File: src/rtl/rf_write_buffer_pkg.sv
// rtl/rf_write_buffer_pkg.sv - shared register-file constants and write-buffer entry type
package rf_write_buffer_pkg;

    localparam int DATA_W   = 16;
    localparam int ADDR_W   = 2;
    localparam int NUM_REGS = 1 << ADDR_W;

    typedef struct packed {
        logic [ADDR_W-1:0] addr;
        logic [DATA_W-1:0] data;
    } wb_entry_t;

endpackage

File: src/rtl/rf_wbuf_match.sv
// rtl/rf_wbuf_match.sv - youngest-match search over pending write-buffer entries
module rf_wbuf_match
    import rf_write_buffer_pkg::*;
#(
    parameter int DEPTH = 4,
    localparam int PTR_W = $clog2(DEPTH),
    localparam int CNT_W = PTR_W + 1
) (
    input  wb_entry_t [DEPTH-1:0] entries,
    input  logic [PTR_W-1:0]      rd_ptr,
    input  logic [CNT_W-1:0]      count,
    input  logic [ADDR_W-1:0]     lk_addr,
    output logic                  hit,
    output logic [DATA_W-1:0]     data
);

    logic [PTR_W-1:0] idx;

    // Walk head to tail so later (younger) matches overwrite earlier ones.
    always_comb begin
        hit  = 1'b0;
        data = '0;
        idx  = rd_ptr;
        for (int i = 0; i < DEPTH; i++) begin
            idx = rd_ptr + PTR_W'(i);
            if ((CNT_W'(i) < count) && (entries[idx].addr == lk_addr)) begin
                hit  = 1'b1;
                data = entries[idx].data;
            end
        end
    end

endmodule

File: src/rtl/rf_write_buffer.sv
// rtl/rf_write_buffer.sv - register write-back FIFO draining onto the RF write port with lookups
module rf_write_buffer #(
    parameter int DEPTH  = 4,
    parameter int DATA_W = rf_write_buffer_pkg::DATA_W,
    parameter int ADDR_W = rf_write_buffer_pkg::ADDR_W
) (
    input  logic                     clk,
    input  logic                     reset_n,
    input  logic                     in_valid,
    output logic                     in_ready,
    input  logic [ADDR_W-1:0]        in_addr,
    input  logic [DATA_W-1:0]        in_data,
    input  logic                     rf_stall,
    output logic                     rf_write,
    output logic [ADDR_W-1:0]        rf_addr,
    output logic [DATA_W-1:0]        rf_data,
    input  logic [ADDR_W-1:0]        lk_addr1,
    output logic                     lk_hit1,
    output logic [DATA_W-1:0]        lk_data1,
    input  logic [ADDR_W-1:0]        lk_addr2,
    output logic                     lk_hit2,
    output logic [DATA_W-1:0]        lk_data2,
    output logic [$clog2(DEPTH):0]   count,
    output logic                     empty,
    output logic                     full
);

    import rf_write_buffer_pkg::wb_entry_t;

    localparam int PTR_W = $clog2(DEPTH);
    localparam int CNT_W = PTR_W + 1;

    wb_entry_t [DEPTH-1:0] mem;
    wb_entry_t             head;
    logic [PTR_W-1:0]      rd_ptr;
    logic [PTR_W-1:0]      wr_ptr;
    logic                  enq;
    logic                  deq;

    // Acceptance looks only at occupancy, never at the concurrent drain.
    assign in_ready = (count != CNT_W'(DEPTH));
    assign full     = (count == CNT_W'(DEPTH));
    assign empty    = (count == '0);
    assign enq      = in_valid && in_ready;
    assign deq      = rf_write;

    assign head     = mem[rd_ptr];
    assign rf_write = !empty && !rf_stall;
    assign rf_addr  = empty ? '0 : head.addr;
    assign rf_data  = empty ? '0 : head.data;

    always_ff @(posedge clk) begin
        if (!reset_n) begin
            rd_ptr <= '0;
            wr_ptr <= '0;
            count  <= '0;
        end else begin
            if (enq) begin
                wr_ptr <= wr_ptr + PTR_W'(1);
            end
            if (deq) begin
                rd_ptr <= rd_ptr + PTR_W'(1);
            end
            count <= count + CNT_W'(enq) - CNT_W'(deq);
        end
    end

    // Entry contents need no reset: lookups and rf_* are qualified by count.
    always_ff @(posedge clk) begin
        if (enq) begin
            mem[wr_ptr] <= {in_addr, in_data};
        end
    end

    rf_wbuf_match #(.DEPTH(DEPTH)) u_match1 (
        .entries (mem),
        .rd_ptr  (rd_ptr),
        .count   (count),
        .lk_addr (lk_addr1),
        .hit     (lk_hit1),
        .data    (lk_data1)
    );

    rf_wbuf_match #(.DEPTH(DEPTH)) u_match2 (
        .entries (mem),
        .rd_ptr  (rd_ptr),
        .count   (count),
        .lk_addr (lk_addr2),
        .hit     (lk_hit2),
        .data    (lk_data2)
    );

endmodule

File: config.mk
export PLATFORM = sky130hd
export DESIGN_NAME = rf_write_buffer
export DESIGN_NICKNAME = d
export VERILOG_FILES = /design/src/rtl/rf_write_buffer_pkg.sv /design/src/rtl/rf_wbuf_match.sv /design/src/rtl/rf_write_buffer.sv
export SDC_FILE = /design/constraint.sdc
export NUM_CORES = 1
export LEC_CHECK = 0
export ABC_AREA = 1
export CORE_MARGIN = 2
export CORE_UTILIZATION = 56
export DETAILED_ROUTE_END_ITERATION = 6
export PLACE_DENSITY_LB_ADDON = 0.3
export SLEW_MARGIN = 30
export SYNTH_ARGS = -nofsm -noshare
export SYNTH_HDL_FRONTEND = slang
export SYNTH_SLANG_ARGS = --single-unit
File: constraint.sdc
create_clock -name clk -period 3.7 [get_ports clk]
set_input_delay 0.37 -clock clk [delete_from_list [all_inputs] [get_ports clk]]
set_output_delay 0.37 -clock clk [all_outputs]
set_load 0.05 [all_outputs]
==> impl_metrics.env, run 1 <==
export IMPL_status="finished clean"
export IMPL_antenna_left=0
export IMPL_final_cells=1133
export IMPL_antenna_found_initial=0
export IMPL_path_clk_slew_ns=0.07
export IMPL_clock_latency_ns=0.35
export IMPL_netlist_instances=931
export IMPL_fin_tns_setup_ns=0
export IMPL_wl_mm=16.86
export IMPL_slowest_stage="buf_6"
export IMPL_synth_warnings=0
export IMPL_tritoncts="yes"
export IMPL_ys_seq_elements=79
export IMPL_syn_cell_area_um2=6188
export IMPL_seq_area_frac_synth_pct=37.20
export IMPL_vias=6183
export IMPL_max_clock_freq_ghz=0.2928
export IMPL_syn_area_per_cell_um2=6.647
export IMPL_ctsHoldBuffers=0
export IMPL_whs_ns=0.5515
export IMPL_wl_per_cell_um=14.88
export IMPL_grt_pass1_wl_mm=26.54
export IMPL_n_fill_cell=870
export IMPL_worst_path_most_repeated_cell="nand2_1"
export IMPL_drv_cap=0
export IMPL_setup_worst_path_end_class="output port"
export IMPL_cts_sinks=79
export IMPL_path_depth=14
export IMPL_multiInputGateArea_um2=3252
export IMPL_drtIter0Drc=811
export IMPL_worst_pin_slew_ns=0.7031
export IMPL_synth_area_leaders="edfxtp_1 (35%), nand2_1 (24%), nand3_1 (9.9%), o21ai_0 (6.5%), inv_1 (5.0%)"
export IMPL_start_util_pct=57.34
export IMPL_gp_congestion=0.9484
export IMPL_drive_gt1_share_pct=9.567
export IMPL_grt_pass1_vias=5235
export IMPL_rsz0062_at_grt="no"
export IMPL_fin_skew_ns=0.005882
export IMPL_rows=38
export IMPL_path_delay_family="simple AND/OR/NAND/NOR gates"
export IMPL_h_tree_depth=3
export IMPL_hold_viol_final=0
export IMPL_port_buffers=84
export IMPL_path_max_fanout=78
export IMPL_layout_nets=1023
export IMPL_seqCellArea_um2=2303
export IMPL_grt_max_degree=79
export IMPL_gr_total_overflow=0
export IMPL_drv_slew=0
export IMPL_cts_buffers_inserted=9
export IMPL_hpwl_mm=12.68
export IMPL_firstDrtPassIters=6
export IMPL_dieArea_um2=11910
export IMPL_synth_top_area_cell="edfxtp_1"
export IMPL_core_area_um2=10790
export IMPL_ctsLongestPathBuffers=2
export IMPL_route_detailed_drc=0
export IMPL_synth_top_area_share_pct=34.94
export IMPL_syn2layout_area_growth_pct=19.29
export IMPL_synth_fp_nets=966
export IMPL_antennaDiodeCount=0
export IMPL_cts_root_buffer="clkbuf_8"
export IMPL_setup_violations=0
export IMPL_ff2ff_path_depth=10
export IMPL_critPathBufInv=4
export IMPL_viasPerCell=5.457
export IMPL_die_x_um=109.1
export IMPL_layout_min_cycle_time_ns=3.415
export IMPL_synth_cell_types=29
export IMPL_crit_chain="buf_6 -> nand2_1 -> nand2_4 -> nand2_1 -> o21ai_2 -> inv_2 -> nand2_1 -> nand2_1 -> nor2_1 -> nand2_2 -> inv_2 -> nand2_1 -> nand2_1 -> buf_4"
export IMPL_finalCritPeriodShare_pct=92.30
export IMPL_worstSetupStartpointType="flip-flop"
export IMPL_hold_depth=2
export IMPL_min_path_type="flip-flop to flip-flop"
export IMPL_relSlewSlack_pct=52.63
export IMPL_grt_use_total_pct=28.87
export IMPL_io_pins=85
export IMPL_dpl_cell_count=1117
export IMPL_arrival_ns=3.05
export IMPL_critical_path_class="flip-flop to output port"
export IMPL_fp_dieH_um=109.1
export IMPL_critPathRequiredTime_ns=3.33
export IMPL_max_stage_delay_ns=0.42
==> path summary, 6_finish.rpt <==
check	from	to	slack (ns)
hold / removal	wr_ptr[1]$_SDFFE_PN0P_	wr_ptr[1]$_SDFFE_PN0P_	0.55
setup reg to reg	count[1]$_SDFF_PN0_	count[2]$_SDFF_PN0_	1.27
hold reg to reg	wr_ptr[1]$_SDFFE_PN0P_	wr_ptr[1]$_SDFFE_PN0P_	0.55
setup / recovery	rd_ptr[0]$_SDFFE_PN0P_	lk_data1[6]	0.28
==> per-layer routing <==
metal	vias up	GRT usage (%)	part of all wire [%]
met5	-	0	0
met4	0	7.692	1.3
met3	26	5.678	11
met2	371	40.86	42
met1	2688	44.71	46
li1	3098	-	-
==> cell usage after synthesis <==
cell type and number:
a21oi_1 21, buf_2 23, buf_4 7, buf_6 6, clkbuf_1 15, clkinv_1 5, dfxtp_1 7, edfxtp_1 72
fa_1 1, ha_1 8, inv_1 83, inv_2 6, nand2_1 396, nand2_2 7, nand2_4 4, nand3_1 123
nand3_2 2, nand3b_1 3, nand4_1 3, nor2_1 37, nor2_2 3, nor2_4 4, nor3_1 5, o21ai_0 80
o21ai_1 2, o21ai_2 2, xnor2_1 1, xor2_1 2, xor2_4 3
==> timing repair <==
item                                   4_1_cts  5_1_grt
gates resized for setup                      0        6
setup endpoints to repair                    0       24
endpoints found under the hold margin        0        0
buffers inserted                             0        0
==> per-stage QoR <==
stage | utilization (%) | setup WS [ns] | area, um^2
after floorplan | - | 0.2758 | 6193
after global placement | 66.36 | 0.5779 | 7162
after detailed placement | 66.36 | 0.5470 | 7162
after CTS | 68.32 | 0.1730 | 7373
after global routing | 68.40 | 0.02044 | 7382
final | 68.40 | 0.2847 | 7382
==> state kept, by name, indices dropped and copies added (netlist names) <==
signal / count
count: 3
mem: 72
rd_ptr: 2
wr_ptr: 2
==> logic make-up (layout without fill, tap and decap cells) <==
kind of cell	count (synthesis)	after routing	share of synthesized area, %
compound gates	105	105	8.613
flops	79	79	37.20
buf+inv	145	207	10.41
xor+xnor	6	6	1.759
fa+ha+maj	9	9	1.941
simple gates	587	587	40.07
==> placed cells by master (no fill, tap or decap), types with 9 or more instances in the layout <==
| cell type | n |
|---|---|
| clkbuf_8 | 9 |
| o21ai_0 | 79 |
| nand3_1 | 123 |
| nand2_1 | 396 |
| clkdlybuf4s50_1 | 50 |
| buf_12 | 18 |
| inv_1 | 83 |
| a21oi_1 | 21 |
| edfxtp_1 | 72 |
| buf_4 | 28 |
| nor2_1 | 37 |
==> final cells by class <==
cell class | count | share of cell area, %
multi-input combinational | 707 | 44.05
inverter | 94 | 4.847
clock inverter | 7 | 1.186
tap | 140 | 2.373
clock buffer | 9 | 1.678
timing repair buffer | 97 | 14.66
sequential | 79 | 31.20
==> worst register-to-register path, delay by kind of cell (launching register included) <==
family / cells / cell delay (ns)
buffers and inverters: 3 / 0.36
flip-flops: 1 / 0.50
AND/OR/NAND/NOR: 3 / 0.48
adder cells (fa/ha/maj): 3 / 0.85
XOR/XNOR: 1 / 0.16
Power of run 1 is not shown: default switching activity piles up to over one toggle a cycle in this logic, so the estimate is an artifact.
==> run 2, diff against run 1 <==
--- a/config.mk
+++ b/config.mk
@@ -8,8 +8,10 @@
 export ABC_AREA = 1
 export CORE_MARGIN = 2
 export CORE_UTILIZATION = 56
+export CTS_CLUSTER_SIZE = 40
 export DETAILED_ROUTE_END_ITERATION = 6
-export PLACE_DENSITY_LB_ADDON = 0.3
+export PLACE_DENSITY = 0.85
+export SKIP_CTS_REPAIR_TIMING = 1
 export SLEW_MARGIN = 30
 export SYNTH_ARGS = -nofsm -noshare
 export SYNTH_HDL_FRONTEND = slang
==> run 2 against run 1 <==
  * Register-to-register slack improved by 0.22 ns
  * Non-clock buffer count is 2 higher
  * Count of clock-buffer cells in the layout is 6 higher
  * Final cell count rose by 0.18%
  * Worst hold slack got worse by 0.024 ns
  * Setup slack got worse by 0.025 ns
==> impl_metrics.env, run 2 (synthesis gave the netlist of run 1 again) <==
export IMPL_wl_mm=16.51
export IMPL_rsz0062_at_grt="no"
export IMPL_antenna_left=0
export IMPL_core_area_um2=10790
export IMPL_port_buffers=84
export IMPL_cts_buffers_inserted=9
export IMPL_status="finished clean"
export IMPL_fin_tns_setup_ns=0
export IMPL_layout_min_cycle_time_ns=3.440
export IMPL_drtIter0Drc=691
export IMPL_drv_slew=0
export IMPL_path_clk_slew_ns=0.07
export IMPL_grt_pass1_vias=5295
export IMPL_critPathRequiredTime_ns=3.33
export IMPL_antenna_found_initial=0
export IMPL_firstDrtPassIters=6
export IMPL_layout_commonest_cell="nand2_1"
export IMPL_ff2ff_path_depth=11
export IMPL_grt_use_total_pct=28.71
export IMPL_syn2layout_area_growth_pct=18.62
export IMPL_wl_per_cell_um=14.55
export IMPL_top_regs="mem (72), count (3)"
export IMPL_multiInputGateArea_um2=3252
export IMPL_n_fill_cell=932
export IMPL_drive_gt1_share_pct=9.447
export IMPL_dieArea_um2=11910
export IMPL_hold_depth=2
export IMPL_hold_viol_final=0
export IMPL_rows=38
export IMPL_viasPerCell=5.456
export IMPL_tritoncts="yes"
export IMPL_setup_violations=0
export IMPL_cts_root_buffer="clkbuf_8"
export IMPL_ctsLongestPathBuffers=2
export IMPL_relSlewSlack_pct=51.13
export IMPL_path_max_fanout=52
export IMPL_mostFrequentLayoutCells="nand2_1 (396), nand3_1 (123), inv_1 (83)"
export IMPL_worstSetupStartpointType="flip-flop"
export IMPL_max_clock_freq_ghz=0.2907
export IMPL_grt_pass1_wl_mm=26.41
export IMPL_worst_pin_slew_ns=0.7254
export IMPL_gr_total_overflow=0
export IMPL_critical_path_class="flip-flop to output port"
export IMPL_antennaDiodeCount=0
export IMPL_grt_max_degree=53
export IMPL_gp_congestion=0.9560
export IMPL_route_detailed_drc=0
export IMPL_setup_worst_path_end_class="output port"
export IMPL_h_tree_depth=3
export IMPL_hpwl_mm=12.58
export IMPL_min_path_type="flip-flop to flip-flop"
export IMPL_arrival_ns=3.07
export IMPL_largest_reg_flops=72
export IMPL_start_util_pct=57.34
export IMPL_finalCritPeriodShare_pct=92.98
export IMPL_die_x_um=109.1
export IMPL_vias=6192
export IMPL_fp_dieH_um=109.1
export IMPL_io_pins=85
export IMPL_layout_nets=1025
export IMPL_fin_skew_ns=0.007560
export IMPL_drv_cap=0
export IMPL_top_register="mem"
export IMPL_seqCellArea_um2=2303
export IMPL_cts_sinks=79
export IMPL_clock_latency_ns=0.34
==> run 2: area by class of cell <==
type | count | area share, %
Clock buffer | 15 | 2.131
Clock inverter | 1 | 0.06818
Inverter | 94 | 4.841
Multi-Input combinational cell | 707 | 44.30
Sequential cell | 79 | 31.38
Tap cell | 140 | 2.386
Timing Repair Buffer | 99 | 14.90
==> run 2: routing by layer <==
metal | wire length [um] | global-route usage, %
met2 | 7090 | 42.28
met3 | 1823 | 4.901
met4 | 337 | 8.059
met5 | 0 | 0
met1 | 7260 | 43.33
==> run 2: metrics by stage <==
step | cells | setup slack (ns) | hold WS (ns) | util (%) | area (um^2)
3_3_place_gp | 1119 | 0.7342 | 0.5211 | 66.50 | 7177
4_1_cts | 1135 | 0.2809 | 0.5338 | 67.99 | 7338
5_1_grt | 1135 | 0.0008111 | 0.5776 | 68.02 | 7341
6_report | 1135 | 0.2598 | 0.5275 | 68.02 | 7341
3_5_place_dp | 1119 | 0.6585 | 0.5247 | 66.50 | 7177
2_1_floorplan | 931 | 0.2758 | 0.4635 | - | 6193
==> run 2: final timing paths <==
check	slack (ns)	endpoint	startpoint
min	0.53	wr_ptr[1]$_SDFFE_PN0P_	wr_ptr[1]$_SDFFE_PN0P_
max reg2reg	1.49	count[2]$_SDFF_PN0_	count[2]$_SDFF_PN0_
min reg2reg	0.53	wr_ptr[1]$_SDFFE_PN0P_	wr_ptr[1]$_SDFFE_PN0P_
max	0.26	rf_data[12]	rd_ptr[0]$_SDFFE_PN0P_
==> run 2: worst max-delay path, cell delays in order, from the launching register on <==
cell and delay (ns):
dfxtp_2 0.33, buf_4 0.26, buf_4 0.47, nand2_1 0.10, o21ai_0 0.17, nand2_1 0.08, o21ai_0 0.29, inv_1 0.09
nor2_1 0.11, clkdlybuf4s50_1 0.81
Power of run 2 is left out for the same reason.
==> RTL change 1: new RTL, flow settings as in run 1 <==
The package constant `DATA_W` goes from 16 to 32.
--- a/src/rtl/rf_write_buffer_pkg.sv
+++ b/src/rtl/rf_write_buffer_pkg.sv
@@ -2,5 +2,5 @@
 package rf_write_buffer_pkg;
 
-    localparam int DATA_W   = 16;
+    localparam int DATA_W   = 32;
     localparam int ADDR_W   = 2;
     localparam int NUM_REGS = 1 << ADDR_W;
Ports: changed (resized in_data, lk_data1, lk_data2 and rf_data); port bits go from 85 to 149. The function was not compared with the original's and may differ.
==> RTL change 1 against run 1 <==
- synthesized area is 75% higher
- sequential cell count is 64 higher
- worst setup slack worse by 130 ps
- wire length is 90% higher
- maximum frequency is 3.8% lower
- utilization is 1.1 points higher
- die area is 72% higher
- design area is 77% higher
- sequential share of layout area is 1.1 points higher
- critical path type unchanged
- critical endpoint is now lk_data1[20]
- highest routed layer unchanged
Power is not shown: default switching activity piles up to over one toggle a cycle in this logic, so the estimate is an artifact.
==> RTL change 1: results (changes against run 1) <==
| Metric | Value |
|---|---|
| Critical path peak fanout | 28 (-64%) |
| Clock root cell | clkbuf_16 |
| Post-synth top cells | nand2_1, o21ai_0, nand3_1 |
| Port Buf Inserts | 148 (+76%) |
| # H-tree levels | 4 (+1) |
| Met1 usage | 41.52% (-3.2 points) |
| Multi-input gates | 1,160 (+64%) |
| Post-synth EDFFs | 136 (+89%) |
| Layout cells sized above 1 | 10.67% (+1.1 points) |
| Global Route met3 Usage | 5.567% (-0.11 points) |
| Global-route met2 utilization | 51.47% (+11 points) |
| Inserted Clock Buffers | 17 (+8) |
| Detailed Route Iter0 Violations | 1,164 (+44%) |
| Vias in the first global route | 9,962 (+90%) |
| Register fraction of the total cell area | 32.32% (+1.1 points) |
| Clk_lat worst skew | 430 ps (+80 ps) |
| Clk tree area frac | 4.167% (+1.3 points) |
| Detail Placement HPWL | 21.94 mm (+73%) |
| Slowest CP cell | nor2_4 |
| Skew final | 7.599 ps (+1.716 ps) |
| CTS resizes | 1 (+1) |
| Worst Reg-to-Reg Cells | 11 (+1) |
| Status | complete, no violations |
| CLK BUF | 18 (+9) |
| Via/cell ratio | 5.683 (+4.1%) |
| NonClk Buf Share | 14.37% (-0.29 points) |
| Buffers, non-clock | 180 (+86%) |
| Measured slew at the worst slew-check pin | 671.5 ps (-31.61 ps) |
| Multi-input combinational area share | 41.91% (-2.1 points) |
| Met3 Wirelength | 3.092 mm (+67%) |
| Distinct cells, synth | 32 (+10%) |
| Hold_ws | 544.5 ps (-6.971 ps) |
| Final WL | 32.04 mm (+90%) |
| Largest net degree at the start of global routing | 91 (+15%) |
| Worst path arrival time | 3180 ps (+130 ps) |
| FF+latch count | 143 (+81%) |
| All-Layer GR Usage | 31.44% (+2.6 points) |
| Sequential area share after synthesis | 38.97% (+1.8 points) |
| Nets@finish | 1,717 (+68%) |
| Largest stage delay, worst path | 550 ps (+130 ps) |
| Top flop regs | mem x136, count x3 |
| First-pass GRT wire length | 50.25 mm (+89%) |
==> RTL change 1: changes by cell type in the layout (fill, tap and decap cells not counted), sizes merged, moves of 4 or more <==
cell / change
clkdlybuf4s50: +32
inv: +78
nand4: +15
edfxtp: +64
nand2: +73
o21ai: +178
clkbuf: +9
a21oi: +39
nor2: +73
clkinv: -4
nand3b: +15
buf: +51
nand3: +54
nor3: +6
==> RTL change 1: logic make-up after synthesis <==
logic type	after synthesis	synth area share, %
fa+ha+maj	9	1.108
compound gates	322	15.14
xor+xnor	6	1.004
flops	143	38.97
simple gates	822	32.73
buf+inv	273	11.05
==> RTL change 1: per-stage QoR <==
step | cells | setup WS, ps | area [um2] | utilization, %
floorplan | 1575 | 98.97 | 10840 | -
global placement | 1906 | 591.4 | 12530 | 66.52
detailed placement | 1906 | 488.1 | 12530 | 66.52
CTS | 1937 | 19.12 | 13080 | 69.45
global route | 1938 | 1.209 | 13090 | 69.52
finish | 1938 | 149.8 | 13090 | 69.52
==> RTL change 2: new RTL, flow settings as in run 1 <==
Without the edit above. Register the output `count` once more, with the module's reset; this adds one clock of latency there. The other outputs are not delayed to match.
--- a/src/rtl/rf_write_buffer.sv
+++ b/src/rtl/rf_write_buffer.sv
@@ -31,4 +31,6 @@
     localparam int CNT_W = PTR_W + 1;
 
+    logic [$clog2(DEPTH):0] count_s0;
+
     wb_entry_t [DEPTH-1:0] mem;
     wb_entry_t             head;
@@ -39,7 +41,7 @@
 
     // Acceptance looks only at occupancy, never at the concurrent drain.
-    assign in_ready = (count != CNT_W'(DEPTH));
-    assign full     = (count == CNT_W'(DEPTH));
-    assign empty    = (count == '0);
+    assign in_ready = (count_s0 != CNT_W'(DEPTH));
+    assign full     = (count_s0 == CNT_W'(DEPTH));
+    assign empty    = (count_s0 == '0);
     assign enq      = in_valid && in_ready;
     assign deq      = rf_write;
@@ -54,5 +56,5 @@
             rd_ptr <= '0;
             wr_ptr <= '0;
-            count  <= '0;
+            count_s0 <= '0;
         end else begin
             if (enq) begin
@@ -62,5 +64,5 @@
                 rd_ptr <= rd_ptr + PTR_W'(1);
             end
-            count <= count + CNT_W'(enq) - CNT_W'(deq);
+            count_s0 <= count_s0 + CNT_W'(enq) - CNT_W'(deq);
         end
     end
@@ -76,5 +78,5 @@
         .entries (mem),
         .rd_ptr  (rd_ptr),
-        .count   (count),
+        .count   (count_s0),
         .lk_addr (lk_addr1),
         .hit     (lk_hit1),
@@ -85,5 +87,5 @@
         .entries (mem),
         .rd_ptr  (rd_ptr),
-        .count   (count),
+        .count   (count_s0),
         .lk_addr (lk_addr2),
         .hit     (lk_hit2),
@@ -91,4 +93,12 @@
     );
 
+    always_ff @(posedge clk) begin
+        if (!reset_n) begin
+            count <= '0;
+        end else begin
+            count <= count_s0;
+        end
+    end
+
 endmodule
 
Function: changed (a bounded check fails within 4 cycles, from zero or initial values and one cycle with reset_n low).
==> RTL change 2 against run 1 <==
- sequential cell count up 3
- design area up 6.3%
- wire length up 3.1%
- maximum frequency down 0.97%
- die area up 2.5%
- critical path depth down 4
- synthesized area up 2.6%
- hold slack worse by 25 ps
- worst setup slack worse by 33 ps
- global-route usage down 0.46 points
Power is left out: the tool's default activity adds up to more than one toggle a clock period on the data nets, which glitch-free logic cannot reach.
==> RTL change 2: results (changes against run 1) <==
| Metric | Value |
|---|---|
| Clk_lat worst skew | 330 ps (-20 ps) |
| Placed Instances | 1,118 (+0.090%) |
| WHS Path Cells | 2 (unchanged) |
| RR Endpoint | count_s0[2]$_SDFF_PN0_ |
| Syn_nets | 963 (-0.31%) |
| Layout cells sized above 1 | 11.17% (+1.6 points) |
| Detailed Route Iter0 Violations | 914 (+13%) |
| Vias | 6,305 (+2.0%) |
| Port Buf Inserts | 84 (unchanged) |
| Distinct cells, synth | 33 (+14%) |
| Fill cells | 907 (+4.3%) |
| Nets@finish | 1,024 (+0.098%) |
| Routability congestion estimate | 0.9486 (about the same) |
| Skew final | 4.687 ps (-1.195 ps) |
| Initial antenna violation count | 0 (unchanged) |
| Measured slew at the worst slew-check pin | 585.9 ps (-117.2 ps) |
| Worst path arrival time | 3080 ps (+30 ps) |
| Largest net degree at the start of global routing | 51 (-35%) |
| Via/cell ratio | 5.560 (+1.9%) |
| CP startpoint | count_s0[2]$_SDFF_PN0_ |
| Post-synth top cells | nand2_1, nand3_1, inv_1 |
| Vias in the first global route | 5,357 (+2.3%) |
| Post-synthesis compound-gate area fraction | 9.872% (+1.3 points) |
| All-Layer GR Usage | 28.41% (-0.46 points) |
| Place WS | 682.4 ps (+135.4 ps) |
| First-pass GRT wire length | 28.24 mm (+6.4%) |
| Cells after Synth | 928 (-0.32%) |
| Final WL | 17.38 mm (+3.1%) |
| Synth Area in Adders | 1.892% (-0.049 points) |
| Hold EP | count[0]$_SDFF_PN0_ |
| Clock root cell | clkbuf_16 |
| Sequential area share after synthesis | 37.20% (about the same) |
| Xor/xnor share of the synthesized area | 2.266% (+0.51 points) |
| Detail Placement HPWL | 12.93 mm (+2.0%) |
| Placed cell area | 7542 um2 (+5.3%) |
| FF-to-FF setup slack | 1210 ps (-60 ps) |
| Top flop regs | mem x72, count x3, count_s0 x3 |
| Status | complete, no violations |
| CTS resizes | 0 (unchanged) |
| Critical path peak fanout | 17 (-78%) |
| Hold_sp | count_s0[0]$_SDFF_PN0_ |
| Worst min path class | reg2reg |
| Most area-consuming cells after synthesis | edfxtp_1, nand2_1, nand3_1 |
| Critical R2R Launch | count_s0[1]$_SDFF_PN0_ |
-- RTL change 2: changes by cell type in the layout (fill, tap and decap cells not counted), moves of 4 or more --
cell       change
nor3_1         +4
nand3_1        -4
o21ai_0       +12
clkinv_1       -7
buf_4         -10
clkbuf_8       -7
nor2_1         +6
nand2_2        +4
a21oi_2        +6
clkbuf_16      +9
buf_12        +16
a21oi_1        -6
nand2_1       -36
inv_1          +9
-- RTL change 2: worst max-delay path by stage --
stage | to | slack [ps] | cells after the start
floorplan | count_s0[2]$_SDFF_PN0_ | 60 | 11
global placement | lk_data2[12] | 710 | 10
detailed placement | lk_data1[12] | 680 | 14
CTS | lk_data1[12] | 330 | 14
global route | lk_data1[9] | 40 | 14
finish | lk_data2[2] | 250 | 10
-- RTL change 2: final cells by class --
| class | count | area share, % |
|---|---|---|
| Tap cell | 140 | 2.232 |
| Multi-Input combinational cell | 698 | 42.36 |
| Timing Repair Buffer | 102 | 16.77 |
| Clock buffer | 11 | 3.221 |
| Inverter | 96 | 4.624 |
| Clock inverter | 5 | 0.6696 |
| Sequential cell | 82 | 30.12 |
-- RTL change 2: cells by family (layout without fill, tap and decap cells) --
group | after synthesis | after routing
and+or+nand+nor | 565 | 565
buffers and inverters | 148 | 214
AOI/OAI and AO/OA | 117 | 117
DFF | 82 | 82
adders and majority gates | 9 | 9
xor gates and xnor gates | 7 | 7
-- RTL change 2: stage by stage --
step | util, % | hold slack (ps)
floorplan | - | 433.0
global placement | 68.97 | 502.6
detailed placement | 68.97 | 522.2
CTS | 71.76 | 529.7
global route | 71.76 | 554.9
finish | 71.76 | 526.4
-- RTL change 2: routing by layer --
layer  global-route usage [%]  wire (um)  up-vias
li1                         -          -     3110
met1                    45.37       7898     2800
met2                    41.10       7396      379
met3                    3.622       1889       16
met4                    6.000        197        0
met5                        0          0        -
-- RTL change 2: critical path: stages (launching register included) --
cell and delay (ps):
dfxtp_1 430, inv_1 170, ha_1 270, a21oi_1 360
nand3_2 250, nor2_2 490, inv_2 280, nand3_1 160
nand2_1 80, nand2_1 110, buf_12 150
